**src/rtl/word_deserializer_8.sv**
```systemverilog
// Gathers eight consecutive WIDTH-bit words into parallel lanes a..h behind a valid/ready handshake.
// Optional WORD_DESERIALIZER_AND_EN adds q_and, a running bitwise AND of the lanes.
module word_deserializer_8 #(
    parameter int WIDTH = 8
) (
    input  logic             clk,
    input  logic             rst_n,
    input  logic             in_valid,
    output logic             in_ready,
    input  logic [WIDTH-1:0] in_data,
    input  logic             in_flush,
    output logic [WIDTH-1:0] a,
    output logic [WIDTH-1:0] b,
    output logic [WIDTH-1:0] c,
    output logic [WIDTH-1:0] d,
    output logic [WIDTH-1:0] e,
    output logic [WIDTH-1:0] f,
    output logic [WIDTH-1:0] g,
    output logic [WIDTH-1:0] h,
    output logic             out_valid,
    input  logic             out_ready,
`ifdef WORD_DESERIALIZER_AND_EN
    output logic [WIDTH-1:0] q_and,
`endif
    output logic [3:0]       fill_cnt
);

    typedef enum logic {
        FILL,
        HOLD
    } state_t;

    state_t           state;
    state_t           state_next;
    logic [2:0]       cnt;
    logic [2:0]       cnt_next;
    logic             wr_en;
    logic [2:0]       wr_idx;
    logic [WIDTH-1:0] lane [8];

    always_ff @(posedge clk or negedge rst_n) begin
        if (!rst_n) begin
            state <= FILL;
            cnt   <= 3'd0;
        end else begin
            state <= state_next;
            cnt   <= cnt_next;
        end
    end

    // In HOLD a consumer handshake may coincide with the first word of the next group.
    always_comb begin
        state_next = state;
        cnt_next   = cnt;
        wr_en      = 1'b0;
        wr_idx     = cnt;
        in_ready   = 1'b0;
        case (state)
            FILL: begin
                in_ready = rst_n;
                if (in_flush) begin
                    cnt_next = 3'd0;
                end else if (in_valid) begin
                    wr_en = 1'b1;
                    if (cnt == 3'd7) begin
                        cnt_next   = 3'd0;
                        state_next = HOLD;
                    end else begin
                        cnt_next = cnt + 3'd1;
                    end
                end
            end
            HOLD: begin
                in_ready = rst_n & out_ready;
                if (out_ready) begin
                    state_next = FILL;
                    cnt_next   = 3'd0;
                    if (in_valid) begin
                        wr_en    = 1'b1;
                        wr_idx   = 3'd0;
                        cnt_next = 3'd1;
                    end
                end
            end
            default: begin
                state_next = FILL;
                cnt_next   = 3'd0;
            end
        endcase
    end

    always_ff @(posedge clk or negedge rst_n) begin
        if (!rst_n) begin
            for (int i = 0; i < 8; i++) begin
                lane[i] <= '0;
            end
        end else if (wr_en) begin
            lane[wr_idx] <= in_data;
        end
    end

`ifdef WORD_DESERIALIZER_AND_EN
    logic [WIDTH-1:0] acc;

    // The first word of a group reloads the accumulator so no stale bits leak across groups.
    always_ff @(posedge clk or negedge rst_n) begin
        if (!rst_n) begin
            acc <= '1;
        end else if (state == FILL && in_flush) begin
            acc <= '1;
        end else if (wr_en) begin
            acc <= (wr_idx == 3'd0) ? in_data : (acc & in_data);
        end
    end

    assign q_and = acc;
`endif

    assign a         = lane[0];
    assign b         = lane[1];
    assign c         = lane[2];
    assign d         = lane[3];
    assign e         = lane[4];
    assign f         = lane[5];
    assign g         = lane[6];
    assign h         = lane[7];
    assign out_valid = (state == HOLD);
    assign fill_cnt  = {1'b0, cnt};

endmodule

```
**config.mk**
```make
export PLATFORM = sky130hd
export DESIGN_NAME = word_deserializer_8
export DESIGN_NICKNAME = d
export VERILOG_FILES = /design/src/rtl/word_deserializer_8.sv
export SDC_FILE = /design/constraint.sdc
export NUM_CORES = 1
export LEC_CHECK = 0
export BUFFER_PORTS_ARGS = -buffer_cell sky130_fd_sc_hd__buf_4
export CORE_MARGIN = 2
export CORE_UTILIZATION = 50
export DETAILED_ROUTE_END_ITERATION = 10
export PLACE_DENSITY = 0.88
export REMOVE_ABC_BUFFERS = 1
export SETUP_SLACK_MARGIN = 0.2
export SLEW_MARGIN = 20
export SYNTH_ARGS = -nofsm -noshare
export SYNTH_HDL_FRONTEND = slang
export SYNTH_SLANG_ARGS = --single-unit
```
**constraint.sdc**
```tcl
create_clock -name clk -period 2.8 [get_ports clk]
set_clock_uncertainty 0.15 [all_clocks]
set_input_delay 0.42 -clock clk [delete_from_list [all_inputs] [get_ports clk]]
set_output_delay 0.42 -clock clk [all_outputs]
set_load 0.05 [all_outputs]
```
==> impl_metrics.ini, run 1 <==
[status]
status = complete, no violations

[synthesis]
synth_top_area_share_pct = 62.1
ys_top_cells_by_area = dfrtp_1 62%, mux2_2 25%, mux2_4 4.4%, a22o_1 0.96%, ha_1 0.91%
yosysSeqAreaShare_pct = 62.1
ys_ff_latch = 68
synth_cells = 167
syn_area_per_cell_um2 = 16.4
yosys.area.top_type = dfrtp_1
synth_cell_types = 20
netlist_area_um2 = 2740
yosysWarnings = 0

[clocking]
root_buffer = clkbuf_8
hold_buffers = 0
htreeDepth = 3
cts.reportedPaths.clkPinSlew_ns = 0.07
max-clock-path-buffers = 2
cts_setup_buffers = 0
insertion_delay_ns = 0.34
cts_tree = yes
cts_buffers = 9
cts_num_sinks = 68
cts_resized = 0

[cells_and_area]
fin_area_um2 = 3600
multi_input_area_um2 = 998
fillers = 390
final_cell_mix = 82 x buf_4, 68 x dfrtp_1, 60 x mux2_2, 10 x clkbuf_8, 8 x mux2_4
register_area_um2 = 1700
diodes = 0
nets = 270
area_growth_pct = 31.3
layout_commonest_cell = buf_4
drive_gt1_share_pct = 64.6

[setup_path]
path_max_fanout = 9
reg2reg_slack_ns = 0.70
crit_type = reg -> reg
path_cells = nor4b_4 -> and3_1 -> mux2_4
cp_slowest_stage_delay_ns = 0.55
critical_path_arrival_ns = 2.17
cp_slowest_cell = and3_1
required_ns = 2.87
cp-end-kind = register
rr_worst_depth = 3
reg2reg_to = d[6]
cp-start-kind = register
r2r-start = out_valid

[floorplanning]
rows = 26
die-area_um2 = 6090
start_util_pct = 52.6
die_h_um = 78.0
dieWidth_um = 78.0
core_region_area_um2 = 5200
ios = 83

[routing]
wl_met1_um = 2410
drtIter0Drc = 62
ant_nets = 0
dr_wl_met2_um = 2990
viasPerCell = 5.11
vias = 1686
wl_per_cell_um = 18.0
drt_pass1_iterations = 4
topRoutingLayerUsed = met4
wl_met3_um = 489
routed_wl_um = 5930
drcViolationCount = 0

[sta]
max_freq_ghz = 0.476
setup_violations = 0
slew_viol_final = 0
fin_setup_tns_ns = 0
min_period_over_period_pct = 75.1
tightest_slew_ns = 0.822
fin_crit_ns = 2.10
slew_headroom_pct = 45.2
final_hold_viol_count = 0
grt_setup_unrepaired = false

[global_routing]
antenna_found_initial = 0
grt_usage_pct = 21.4
grt_pass1_vias = 1809
grt_max_degree = 69
gr-total-overflow = 0
grt_pass1_wl_um = 9780

[placed_design]
globalplace.congestion = 0.782
portBuffers = 81
hpwl_um = 4270
postPlaceCellArea_um2 = 3400

[power_and_ir_drop]
vdd_ir_drop_max_mv = 0.643
total_power_uw = 3000
p_leak_uw = 0.00189
powerDensity_nw_per_um2 = 834

[flow_run]
drv_cap = 0

[worst_hold_path]
hold_class = in -> async
==> power by group <==
group	leakage, uW	internal (uW)	switching (uW)
clock	0.000100	435	354
combinational	0.000887	323	676
sequential	0.000899	1130	87.5
==> registers in the layout, summed over array words and instances, names as in the netlist, 8 cells and up <==
signal,cells
a,8
b,8
c,8
d,8
e,8
f,8
g,8
h,8
==> per-layer routing <==
metal	vias up	global-route usage [%]
met5	-	0
met4	0	4.21
met3	4	10.0
met2	58	34.5
met1	853	26.7
li1	771	-
==> synth_stat cells <==
master and number:
a22o_1 3, a32oi_2 1, and2_1 1, and3_1 2, and4bb_1 1, buf_2 2, buf_4 1, buf_6 2
conb_1 1, dfrtp_1 68, ha_1 2, mux2_2 60, mux2_4 8, nand2_1 4, nand2_2 2, nor2_1 3
nor2b_1 3, nor4b_4 1, or2b_1 1, or4bb_1 1
==> critical path, delay by kind of cell, from the launching register on <==
kind	cells	cell delay, ns
flops	1	0.48
mux	1	0.34
simple gates	2	1.01
==> per-stage QoR <==
step	utilization, %	instances	hold slack (ns)	setup WS, ns
CTS	69.1	330	0.153	0.697
finish	69.1	330	0.130	0.698
floorplan	-	162	-0.0256	0.653
global placement	65.4	314	0.339	0.788
detailed placement	65.4	314	0.344	0.706
global route	69.1	330	0.190	0.589
==> cells by family (layout without fill, tap and decap cells) <==
| kind of cell | after synthesis | in the layout | synth area share, % |
|---|---|---|---|
| AO/OA/AOI/OAI | 4 | 4 | 1.55 |
| adder cells (fa/ha/maj) | 2 | 2 | 0.913 |
| buffers and inverters | 5 | 98 | 1.46 |
| flip-flops | 68 | 68 | 62.1 |
| multiplexers | 68 | 68 | 29.0 |
| other | 1 | 1 | 0.137 |
| AND/OR/NAND/NOR | 19 | 19 | 4.79 |
==> layout make-up <==
| type | count | share of cell area, % |
|---|---|---|
| Clock buffer | 12 | 4.03 |
| Timing Repair Buffer | 82 | 17.1 |
| Clock inverter | 4 | 1.36 |
| Tap cell | 70 | 2.43 |
| Multi-Input combinational cell | 94 | 27.8 |
| Sequential cell | 68 | 47.3 |
==> how the worst max path moves through the flow <==
stage                         start  endpoint  cells after the start
after floorplan           out_valid      d[0]                      3
after global placement     in_flush      d[4]                      4
after detailed placement  out_valid      d[1]                      3
after CTS                 out_valid      d[1]                      3
after global routing      out_valid      d[1]                      3
final                     out_valid      d[6]                      3
Note: power is estimated with default switching activity, not from simulation.
==> run 2: changes to the inputs <==
--- a/config.mk
+++ b/config.mk
@@ -7,9 +7,9 @@
 export LEC_CHECK = 0
 export BUFFER_PORTS_ARGS = -buffer_cell sky130_fd_sc_hd__buf_4
 export CORE_MARGIN = 2
-export CORE_UTILIZATION = 50
+export CORE_UTILIZATION = 46
 export DETAILED_ROUTE_END_ITERATION = 10
-export PLACE_DENSITY = 0.88
+export PLACE_DENSITY = 0.86
 export REMOVE_ABC_BUFFERS = 1
 export SETUP_SLACK_MARGIN = 0.2
 export SLEW_MARGIN = 20
==> constraint.sdc (replaced) <==
create_clock -name clk -period 1.9 [get_ports clk]
set_clock_uncertainty 0.15 [all_clocks]
set_input_delay 0.285 -clock clk [delete_from_list [all_inputs] [get_ports clk]]
set_output_delay 0.285 -clock clk [all_outputs]
set_load 0.05 [all_outputs]
==> run 2 against run 1 <==
Effect of this change:
- the run now ends with negative hold slack left
- cell count up 7.0%
- count of clock-buffer cells in the layout down 2
- register-to-register slack worse by 0.65 ns
- combinational power up 50%
- wire length up 9.8%
- worst hold slack worse by 0.14 ns
- sequential share of layout area down 3.6 points
- sequential power up 47%
- die area up 8.2%
- fmax up 14%
==> impl_metrics.ini, run 2 (synthesis gave the netlist of run 1 again) <==
[floorplanning]
rows = 28
start_util_pct = 46.8
die-area_um2 = 6590
ios = 83
die_h_um = 81.2
core_region_area_um2 = 5850
dieWidth_um = 81.2

[clocking]
max-clock-path-buffers = 2
cts.reportedPaths.clkPinSlew_ns = 0.07
cts_buffers = 9
hold_buffers = 0
insertion_delay_ns = 0.33
cts_tree = yes
cts_num_sinks = 68
root_buffer = clkbuf_8
htreeDepth = 3

[setup_path]
required_ns = 1.97
crit_type = reg -> reg
path_max_fanout = 5
r2r-start = out_valid
cp-start-kind = register
reg2reg_to = h[3]
rr_worst_depth = 5
critical_path_arrival_ns = 1.92
reg2reg_slack_ns = 0.05
cp-end-kind = register

[cells_and_area]
diodes = 0
final_cell_mix = 90 x buf_4, 65 x dfrtp_1, 52 x mux2_2, 16 x mux2_4, 9 x clkbuf_8
multi_input_area_um2 = 1090
fillers = 459
layout_commonest_cell = buf_4
area_growth_pct = 42.3
fin_area_um2 = 3900
nets = 288
register_area_um2 = 1710
drive_gt1_share_pct = 70.5

[routing]
routed_wl_um = 6510
drt_pass1_iterations = 2
ant_nets = 0
wl_per_cell_um = 18.4
drcViolationCount = 0
viasPerCell = 5.09
vias = 1796
drtIter0Drc = 71

[power_and_ir_drop]
vdd_ir_drop_max_mv = 0.679
p_leak_uw = 0.00201
powerDensity_nw_per_um2 = 1170

[placed_design]
hpwl_um = 4210
postPlaceCellArea_um2 = 3470
globalplace.congestion = 0.744
portBuffers = 81

[sta]
slew_headroom_pct = 43.3
fin_crit_ns = 1.85
max_freq_ghz = 0.541
min_period_over_period_pct = 97.2
slew_viol_final = 0
holdWs_ns = -0.00934
final_hold_viol_count = 4
grt_setup_unrepaired = true
tightest_slew_ns = 0.851
setup_violations = 0

[status]
status = complete, but fails checks
violations = negative hold slack

[worst_hold_path]
hold_class = in -> async

[global_routing]
grt_max_degree = 69
gr-total-overflow = 0
antenna_found_initial = 0
grt_pass1_vias = 1775
grt_usage_pct = 21.0
grt_pass1_wl_um = 9840

[flow_run]
drv_cap = 0
==> run 2: timing repair <==
action                                 in CTS  in global routing
pin swaps                                   2                  4
buffers inserted                            4                  6
endpoints found under the hold margin       0                  0
setup endpoints to repair                  47                 58
resized for setup                          23                 13
==> run 2: power by group <==
part / switching (uW) / internal, uW
clock: 547 / 739
combinational: 1000 / 499
sequential: 122 / 1660
==> run 2: cell type report <==
| class | instances | area share (%) |
|---|---|---|
| flip-flops and latches | 68 | 43.7 |
| multi-input cells | 94 | 28.0 |
| repair buffers | 100 | 20.3 |
| clock buffers | 10 | 3.27 |
| well taps | 75 | 2.41 |
| clock inverters | 6 | 2.28 |
==> run 2: routing by layer <==
metal | global-route usage [%] | vias to the layer above | part of all wire [%]
li1 | - | 815 | -
met1 | 28.2 | 913 | 44
met2 | 31.6 | 57 | 49
met3 | 6.11 | 11 | 5.7
met4 | 9.83 | 0 | 1.8
met5 | 0 | - | 0
==> run 2: per-stage QoR <==
stage | power (uW) | TNS (ns) | util (%) | std cells | worst slack, ns
3_5_place_dp | 3280 | 0 | 59.3 | 327 | 0.0818
5_1_grt | 4740 | 0 | 66.7 | 353 | 0.0371
4_1_cts | 4580 | 0 | 64.8 | 347 | 0.0695
6_report | 4570 | 0 | 66.7 | 353 | 0.0526
2_1_floorplan | 2780 | -2.72 | - | 162 | -0.247
3_3_place_gp | 3250 | 0 | 59.3 | 327 | 0.108
==> run 2: worst max-delay path, cell delays in order (launching register included) <==
cell	delay, ns
dfrtp_1	0.40
buf_6	0.13
and4bb_2	0.35
and3_4	0.23
buf_8	0.13
mux2_2	0.33
==> run 2: how the worst max path moves through the flow <==
stage	start	endpoint	cells after the start
4_1_cts	out_valid	in_ready	4
3_3_place_gp	cnt[2]	d[0]	4
6_report	out_valid	h[3]	5
3_5_place_dp	cnt[2]	d[6]	4
2_1_floorplan	out_valid	d[0]	3
5_1_grt	out_valid	h[3]	5
